[src/rtl/fir_pkg.sv]
// Shared definitions for the FIR filter datapath and its Y-sample readout stage.
package fir_pkg;

  // Readout FSM states; values fixed so waveforms stay readable across revisions.
  typedef enum logic [3:0] {
    IDLE  = 4'd0,
    HDR0  = 4'd1,
    HDR1  = 4'd2,
    RADDR = 4'd3,
    RLAT  = 4'd4,
    SLO   = 4'd5,
    SHI   = 4'd6,
    NEXT  = 4'd7,
    FIN   = 4'd8
  } dump_state_t;

  // Two-byte sync header that opens every dump.
  localparam logic [7:0] SYNC0 = 8'hA5;
  localparam logic [7:0] SYNC1 = 8'h5A;

  // Number of Y-samples; the filter FSM's write-address limit uses this too.
  localparam int unsigned DEF_N_SAMPLES = 172;

endpackage

[src/rtl/uart_tx_byte.sv]
// 8N1 UART byte transmitter. Accepts a byte whenever tx_ready is high; tx_ready
// also rises in the final stop-bit cycle so frames can be chained with no gap.
module uart_tx_byte #(
  parameter int unsigned CLK_DIV = 434
) (
  input  logic       clk,
  input  logic       reset,
  input  logic       tx_load,
  input  logic [7:0] tx_byte,
  output logic       tx_ready,
  output logic       txd
);

  localparam int unsigned CNT_W = $clog2(CLK_DIV);

  logic [9:0]       shift_q;
  logic [CNT_W-1:0] baud_q;
  logic [3:0]       bit_q;
  logic             active_q;
  logic             baud_end;
  logic             last_bit;

  assign baud_end = (baud_q == CNT_W'(CLK_DIV - 1));
  assign last_bit = (bit_q == 4'd9);
  assign tx_ready = ~active_q | (baud_end & last_bit);
  // Shift register idles all-ones, so the line rests high between frames.
  assign txd      = shift_q[0];

  // Frame sequencing: a load wins over the final stop-bit shift to chain frames.
  always_ff @(posedge clk) begin
    if (reset) begin
      shift_q  <= '1;
      baud_q   <= '0;
      bit_q    <= '0;
      active_q <= 1'b0;
    end else if (tx_load && tx_ready) begin
      shift_q  <= {1'b1, tx_byte, 1'b0};
      baud_q   <= '0;
      bit_q    <= '0;
      active_q <= 1'b1;
    end else if (active_q) begin
      if (baud_end) begin
        baud_q  <= '0;
        shift_q <= {1'b1, shift_q[9:1]};
        bit_q   <= bit_q + 4'd1;
        if (last_bit) begin
          active_q <= 1'b0;
        end
      end else begin
        baud_q <= baud_q + 1'b1;
      end
    end
  end

endmodule

[src/rtl/y_dump_uart.sv]
// Y-sample readout: on a rising start edge, sends A5 5A followed by every
// OUT_RAM sample (low byte first) over an 8N1 UART line.
module y_dump_uart
  import fir_pkg::*;
#(
  parameter int unsigned CLK_DIV   = 434,
  parameter int unsigned N_SAMPLES = DEF_N_SAMPLES,
  parameter int unsigned ADDR_W    = 8
) (
  input  logic              clk,
  input  logic              reset,
  input  logic              start,
  output logic [ADDR_W-1:0] ram_addr,
  input  logic [15:0]       ram_data,
  output logic              txd,
  output logic              busy,
  output logic              done
);

  dump_state_t       state_q;
  dump_state_t       state_d;
  logic              start_q;
  logic [ADDR_W-1:0] k_q;
  logic [ADDR_W-1:0] k_d;
  logic [15:0]       hold_q;
  logic              done_q;
  logic              tx_load;
  logic              tx_ready;
  logic [7:0]        tx_byte;
  logic              accept;
  logic              last_k;

  assign accept   = start & ~start_q;
  assign last_k   = (k_q == ADDR_W'(N_SAMPLES - 1));
  assign ram_addr = k_q;
  assign busy     = (state_q != IDLE);
  assign done     = done_q;

  // Next-state, sample index and transmitter load decode.
  always_comb begin
    state_d = state_q;
    k_d     = k_q;
    tx_load = 1'b0;
    tx_byte = SYNC0;
    unique case (state_q)
      IDLE: begin
        if (accept) begin
          state_d = HDR0;
          k_d     = '0;
        end
      end
      HDR0: begin
        tx_byte = SYNC0;
        if (tx_ready) begin
          tx_load = 1'b1;
          state_d = HDR1;
        end
      end
      HDR1: begin
        tx_byte = SYNC1;
        if (tx_ready) begin
          tx_load = 1'b1;
          state_d = RADDR;
        end
      end
      // RAM fetch runs while the previous byte is still on the line.
      RADDR: state_d = RLAT;
      RLAT:  state_d = SLO;
      SLO: begin
        tx_byte = hold_q[7:0];
        if (tx_ready) begin
          tx_load = 1'b1;
          state_d = SHI;
        end
      end
      SHI: begin
        tx_byte = hold_q[15:8];
        if (tx_ready) begin
          tx_load = 1'b1;
          state_d = NEXT;
        end
      end
      NEXT: begin
        if (last_k) begin
          state_d = FIN;
        end else begin
          k_d     = k_q + 1'b1;
          state_d = RADDR;
        end
      end
      FIN: begin
        if (tx_ready) begin
          state_d = IDLE;
        end
      end
      default: state_d = IDLE;
    endcase
  end

  // State, edge detect, sample index, holding register and done pulse.
  always_ff @(posedge clk) begin
    if (reset) begin
      state_q <= IDLE;
      start_q <= 1'b0;
      k_q     <= '0;
      hold_q  <= '0;
      done_q  <= 1'b0;
    end else begin
      state_q <= state_d;
      start_q <= start;
      k_q     <= k_d;
      done_q  <= (state_q == FIN) && tx_ready;
      if (state_q == RLAT) begin
        hold_q <= ram_data;
      end
    end
  end

  uart_tx_byte #(
    .CLK_DIV (CLK_DIV)
  ) u_tx (
    .clk      (clk),
    .reset    (reset),
    .tx_load  (tx_load),
    .tx_byte  (tx_byte),
    .tx_ready (tx_ready),
    .txd      (txd)
  );

endmodule

[config.mk]
export PLATFORM = sky130hd
export DESIGN_NAME = y_dump_uart
export DESIGN_NICKNAME = d
export VERILOG_FILES = /design/src/rtl/fir_pkg.sv /design/src/rtl/uart_tx_byte.sv /design/src/rtl/y_dump_uart.sv
export SDC_FILE = /design/constraint.sdc
export NUM_CORES = 1
export LEC_CHECK = 0
export CORE_MARGIN = 1
export CORE_UTILIZATION = 35
export DETAILED_ROUTE_END_ITERATION = 8
export PLACE_DENSITY_LB_ADDON = 0.25
export SYNTH_ARGS = -nofsm -noshare
export SYNTH_HDL_FRONTEND = slang
export SYNTH_HIERARCHICAL = 1
export SYNTH_SLANG_ARGS = --single-unit
[constraint.sdc]
create_clock -name clk -period 2.8 [get_ports clk]
set_clock_uncertainty 0.1 [all_clocks]
set_input_delay 0.56 -clock clk [delete_from_list [all_inputs] [get_ports clk]]
set_output_delay 0.56 -clock clk [all_outputs]
set_load 0.01 [all_outputs]
==> metrics.cfg, run 1 <==
[outcome]
status=finished, final reports clean

[sta]
worst_pin_slew_ns=0.683
rsz0062_at_grt=false
fmax_ghz=0.380
fin_crit_sh_pct=93.9
fin_crit_ns=2.63
final_max_slew_viol_count=0
hold_viol=0
setup_viol=0
slew_headroom_pct=54.4
tns_ns=0

[detailed_routing]
drt_iter0_drc=81
wirelength_mm=6.20
vias=2471
viasPerCell=5.34
dr.pass1.iters=4
wl_per_cell_um=13.4
drc=0
ant_nets=0

[power_and_ir_drop]
peakVddDrop_mv=0.261
p_sw_share_pct=34.5
clock_power_share_pct=21.4
power.density_mw_per_mm2=609
p_comb_share_pct=31.8
p_total_mw=2.01
intPower_mw=1.32
leakagePower_nw=1.09
p_seq_share_pct=46.9
p_sw_mw=0.693

[finish]
diodes=0
syn_to_final_growth_pct=16.9
final_layout_size_suffix_gt1_share_pct=9.97
nNetsFinal=384
fillCellCount=804

[yosys]
yosysSeqAreaShare_pct=37.6
synthArstFlopShare_pct=0
synth_warnings=6
synth_ff_type=dfxtp_1
yosysTopAreaCellShare_pct=37.6
synthesis.nets=358
yosysUniqueCellTypes=56
synth_area_per_cell_um2=8.45
synth_edf_count=0
synth_cells=334
synthesis.area_mm2=0.00282
yosys_register_bits=53
ys_top_cells_by_area=dfxtp_1 38%, nand2_1 6.7%, a21oi_1 6.0%
yosysTopAreaCell=dfxtp_1

[clocking]
ctsHoldBuffers=0
cts_tree=built
post_cts_resized=0
clock-sinks=53
cts_root_buf=clkbuf_8
h-tree-depth=2
clk_pin_slew_ns=0.10
post_cts_buffers=0
clock_latency_ns=0.30
clockBufferDepth=2
cts_made_buffers=5

[grt]
grt_usage_pct=15.4
grt_max_degree=24
antenna_found_initial=0
overflow=0
grt_pass1_vias=2348
grt_pass1_wl_mm=10.6

[place]
gp_congestion=0.772
hpwlAfterDp_mm=4.32
portBuffers=29

[worst_setup_path]
crit_type=reg2out
critical_path_required_ns=2.14
path_max_fanout=15
timing.critical_path.buf_inv=1
worstPathCellList=or4_1 > clkdlybuf4s50_1
worst_path_largest_cell_delay_ns=0.68
crit_slowest_cell=or4_1
cp.arrival_ns=1.97
endpoint_kind=output pin
cp-start-kind=flop
path_delay_family=simple AND/OR/NAND/NOR gates

[floorplan]
dieArea_mm2=0.00842
die_y_um=91.8
num_rows=32
start_util_pct=36.3
boundaryPins=30
coreArea_mm2=0.00777
die_w_um=91.8

[flow_run]
maxCapViolCount=0

[worst_hold_path]
hp-class=reg2reg

-- cells in the mapped netlist (3+ instances only) --
| master | number |
|---|---|
| nand4_1 | 3 |
| nor2_1 | 18 |
| inv_1 | 6 |
| clkbuf_1 | 11 |
| mux2i_1 | 8 |
| or3_1 | 4 |
| xnor2_1 | 7 |
| nand2_1 | 50 |
| o31ai_1 | 4 |
| nor3_1 | 18 |
| or4_1 | 4 |
| a211oi_1 | 3 |
| nor2b_1 | 6 |
| nand3_1 | 5 |
| ha_1 | 5 |
| buf_2 | 7 |
| o21ai_0 | 21 |
| o21bai_1 | 4 |
| o221a_2 | 7 |
| nand3b_1 | 4 |
| a21oi_1 | 34 |
| o31a_1 | 6 |
| xor2_1 | 4 |
| nand2b_1 | 3 |
| dfxtp_1 | 53 |
-- kinds of logic after synthesis --
group,Yosys count,share of synthesized area [%]
buffers and inverters,28,4.57
xor gates and xnor gates,11,3.41
AOI/OAI and AO/OA,93,22.6
DFF,53,37.6
and+or+nand+nor,135,26.3
adders and majority gates,5,2.22
muxes,9,3.24
-- flip-flops by register name (all words and copies together), names as in the netlist --
| signal | flops |
|---|---|
| ram_addr | 8 |
| hold_q | 16 |
| u_tx/active_q | 1 |
| u_tx/baud_q | 9 |
| done | 1 |
| start_q | 1 |
| state_q | 4 |
| u_tx/bit_q | 4 |
| u_tx/shift_q | 9 |
-- final timing paths --
check	start	endpoint	depth (start not counted)	slack [ns]
worst max register to register	u_tx/bit_q[0]$_SDFFE_PP0P_	u_tx/shift_q[7]$_SDFFE_PP1P_	9	0.37
worst min-delay path	hold_q[8]$_SDFFE_PP0P_	hold_q[8]$_SDFFE_PP0P_	2	0.36
worst min register to register	hold_q[8]$_SDFFE_PP0P_	hold_q[8]$_SDFFE_PP0P_	2	0.36
worst max-delay path	state_q[0]$_SDFFE_PP0P_	busy	2	0.17
-- layout by cell type, fill, tap and decap left out, types with 2 or more instances in the layout --
master	instances
or3_1	4
nand4bb_1	2
nor2b_1	6
or4_1	4
nand2_1	50
clkdlybuf4s50_1	29
dfxtp_1	53
nand2b_1	3
nor3_2	2
clkbuf_1	2
o21ai_0	21
inv_1	6
o31ai_1	4
o31a_1	6
and3b_1	2
ha_1	5
a211oi_1	3
nand4_1	3
nor3_1	18
mux2i_1	8
or4b_1	2
nor3b_1	2
xor2_1	4
a21oi_1	34
nor2_1	18
a31oi_1	2
clkbuf_8	5
o21bai_1	4
a21o_1	2
nand3b_1	4
nand3_1	5
buf_4	10
o221a_2	7
xnor2_1	7
-- final cells by class --
cell class | instances | area (um^2) | area share (%)
clock inverters | 1 | 7.51 | 0.228
inverters | 8 | 30.0 | 0.910
repair buffers | 39 | 365 | 11.1
flip-flops and latches | 53 | 1060 | 32.2
well taps | 102 | 128 | 3.87
multi-input cells | 253 | 1630 | 49.5
clock buffers | 7 | 76.3 | 2.31
-- tightest hold or removal path, delay by kind of cell (launching register included) --
kind,cells,cell delay [ns]
DFF,1,0.32
and+or+nand+nor,1,0.05
AOI/OAI and AO/OA,1,0.05
-- through the flow --
stage          util, %  instances  worst slack (ns)  hold WS, ns  instance area, um^2
2_1_floorplan        -        334             0.220        0.333                 2820
3_3_place_gp      41.4        455             0.452        0.346                 3220
3_5_place_dp      41.4        455             0.381        0.355                 3220
4_1_cts           42.5        463             0.154        0.370                 3300
5_1_grt           42.5        463            0.0729        0.377                 3300
6_report          42.5        463             0.170        0.362                 3300
-- per-layer routing --
layer / share of wire, % / global-route usage (%)
met2: 46 / 25.0
met1: 51 / 20.8
met3: 2.9 / 2.49
met5: 0 / 0
met4: 0.61 / 4.95
-- power by group through the flow --
| stage | clock network (mW) | logic, mW | registers (mW) |
|---|---|---|---|
| 2_1_floorplan | 0 | 0.515 | 0.908 |
| 3_3_place_gp | 0 | 0.623 | 0.956 |
| 3_5_place_dp | 0 | 0.634 | 0.958 |
| 4_1_cts | 0.451 | 0.637 | 0.940 |
| 5_1_grt | 0.471 | 0.715 | 0.959 |
| 6_report | 0.429 | 0.639 | 0.943 |
Power figures use the tool's default switching activity.
==> run 2: changes to the inputs <==
--- a/config.mk
+++ b/config.mk
@@ -9,6 +9,7 @@
 export CORE_UTILIZATION = 35
 export DETAILED_ROUTE_END_ITERATION = 8
 export PLACE_DENSITY_LB_ADDON = 0.25
+export RECOVER_POWER = 25
 export SYNTH_ARGS = -nofsm -noshare
 export SYNTH_HDL_FRONTEND = slang
 export SYNTH_HIERARCHICAL = 1
==> constraint.sdc (replaced) <==
create_clock -name clk -period 2.8 [get_ports clk]
set_clock_uncertainty 0.1 [all_clocks]
set_input_delay 0.7 -clock clk [delete_from_list [all_inputs] [get_ports clk]]
set_output_delay 0.7 -clock clk [all_outputs]
set_load 0.01 [all_outputs]
==> run 2 against run 1 <==
  * Worst setup slack lost 0.066 ns
  * Critical path type unchanged
  * Wire length down 1.2%
  * Register-to-register slack worse by 0.07 ns
  * Largest power group unchanged
  * Combinational power down 0.8%
  * Die area is the same
  * Sequential power about the same
  * Cell area grew 0.76%
  * Sequential share of layout area shrank 0.24 points
  * First-iteration DRC count is 37% higher
  * Via count is 1.1% lower
==> metrics.cfg, run 2 (synthesized netlist as in run 1, its figures left out) <==
[place]
portBuffers=29
place_area_mm2=0.00321
hpwlAfterDp_mm=4.23
gp_congestion=0.743

[worst_setup_path]
critical_path_required_ns=2.00
cp.arrival_ns=1.90
cp-start-kind=flop
crit_slowest_cell=or4_4
crit_type=reg2out
path_max_fanout=15
worstPathCellList=or4_4 > clkdlybuf4s50_1
path_delay_family=simple AND/OR/NAND/NOR gates
timing.critical_path.buf_inv=1
worst_path_largest_cell_delay_ns=0.62
endpoint_kind=output pin

[power_and_ir_drop]
clock_power_share_pct=26.0
peakVddDrop_mv=0.251
intPower_mw=1.43
leakagePower_nw=1.10
p_seq_share_pct=44.2
power.density_mw_per_mm2=640
p_sw_share_pct=32.6
p_comb_share_pct=29.8
p_sw_mw=0.694

[sta]
worst_pin_slew_ns=0.863
slew_headroom_pct=42.5
rsz0062_at_grt=false
hold_viol=0
fin_hold_ws_ns=0.363
fmax_ghz=0.371
fin_crit_sh_pct=96.3
fin_crit_ns=2.70
final_max_slew_viol_count=0
setup_viol=0
tns_ns=0

[outcome]
status=finished, final reports clean

[floorplan]
start_util_pct=36.3
dieArea_mm2=0.00842
boundaryPins=30
num_rows=32
coreArea_mm2=0.00777
die_w_um=91.8
die_y_um=91.8

[finish]
syn_to_final_growth_pct=17.8
nNetsFinal=383
diodes=0
largest_reg_flops=16
final_layout_size_suffix_gt1_share_pct=10.0
top_regs=hold_q x16, u_tx/baud_q x9, u_tx/shift_q x9
fin_area_mm2=0.00332
final_common_cell=dfxtp_1
fillCellCount=790
final_cell_mix=53 x dfxtp_1, 50 x nand2_1, 34 x a21oi_1
largest_register=hold_q

[detailed_routing]
wirelength_mm=6.12
drt_iter0_drc=111
top_layer_used=met4
met3RoutedLength_um=199
wl_per_cell_um=13.3
ant_nets=0
dr.pass1.iters=4
vias=2443
drc=0
wl_met2_mm=2.83
viasPerCell=5.29
wl_met1_mm=3.03

[clocking]
cts_made_buffers=5
ctsHoldBuffers=0
clock_latency_ns=0.31
clock-sinks=53
cts_root_buf=clkbuf_8
clk_pin_slew_ns=0.10
cts_tree=built
h-tree-depth=2
clockBufferDepth=2

[grt]
antenna_found_initial=0
overflow=0
grt_pass1_vias=2197
grt_pass1_wl_mm=10.5
grt_max_degree=23
grt_usage_pct=15.3

[flow_run]
maxCapViolCount=0

[worst_hold_path]
hp-class=reg2reg

==> run 2: cell types whose count changed in the layout (fill, tap and decap cells not counted), sizes merged <==
cell	change
buf	-2
bufinv	+1
clkdlybuf4s50	-1
dlygate4sd3	+1
==> run 2: power groups by stage <==
stage,Sequential [mW],Clock (mW),Combinational (mW)
2_1_floorplan,0.908,0,0.515
3_3_place_gp,0.954,0,0.623
3_5_place_dp,0.955,0,0.629
4_1_cts,0.938,0.567,0.632
5_1_grt,0.956,0.600,0.699
6_report,0.940,0.553,0.634
==> run 2: final timing paths <==
check	slack (ns)	to	depth (start not counted)	start
worst max-delay path	0.10	busy	2	state_q[0]$_SDFFE_PP0P_
worst min-delay path	0.36	hold_q[15]$_SDFFE_PP0P_	2	hold_q[15]$_SDFFE_PP0P_
worst max register to register	0.30	u_tx/shift_q[0]$_SDFFE_PP1P_	7	u_tx/baud_q[0]$_SDFFE_PP0P_
worst min register to register	0.36	hold_q[15]$_SDFFE_PP0P_	2	hold_q[15]$_SDFFE_PP0P_
==> run 2: routing by layer <==
| metal | GRT usage (%) | up-vias |
|---|---|---|
| met5 | 0 | - |
| met4 | 4.69 | 0 |
| met3 | 2.90 | 5 |
| met2 | 24.6 | 45 |
| met1 | 20.7 | 1139 |
| li1 | - | 1254 |
==> run 2: final cells by class <==
type                       count  area (um^2)  area share (%)
inverter                       8         30.0           0.903
sequential                    53         1060            31.9
timing repair buffer          38          354            10.7
clock inverter                 2         37.5            1.13
tap                          102          128            3.84
clock buffer                   6         82.6            2.48
multi-input combinational    253         1630            49.1
==> run 2: repair_timing <==
item	4_1_cts	5_1_grt
setup endpoints to repair	0	1
setup buffers	0	0
gates resized for setup	0	1
==> run 2: worst min-delay path, stage by stage, from the launching register on <==
cell and delay (ns):
dfxtp_1 0.32, nand2_1 0.05, a21oi_1 0.05
==> run 2: through the flow <==
stage | total power [mW] | setup slack (ns) | cells | utilization (%)
final | 2.13 | 0.103 | 462 | 42.8
after global routing | 2.25 | 0.0412 | 462 | 42.8
after CTS | 2.14 | 0.0106 | 462 | 42.8
after detailed placement | 1.58 | 0.305 | 454 | 41.3
after global placement | 1.58 | 0.349 | 454 | 41.3
after floorplan | 1.42 | 0.220 | 334 | -
==> run 3: changes to the inputs <==
--- a/config.mk
+++ b/config.mk
@@ -5,6 +5,7 @@
 export SDC_FILE = /design/constraint.sdc
 export NUM_CORES = 1
 export LEC_CHECK = 0
+export CAP_MARGIN = 20
 export CORE_MARGIN = 1
 export CORE_UTILIZATION = 35
 export DETAILED_ROUTE_END_ITERATION = 8
==> results of run 3 <==
The final DEF is identical to that of run 2; final timing and power are the same.
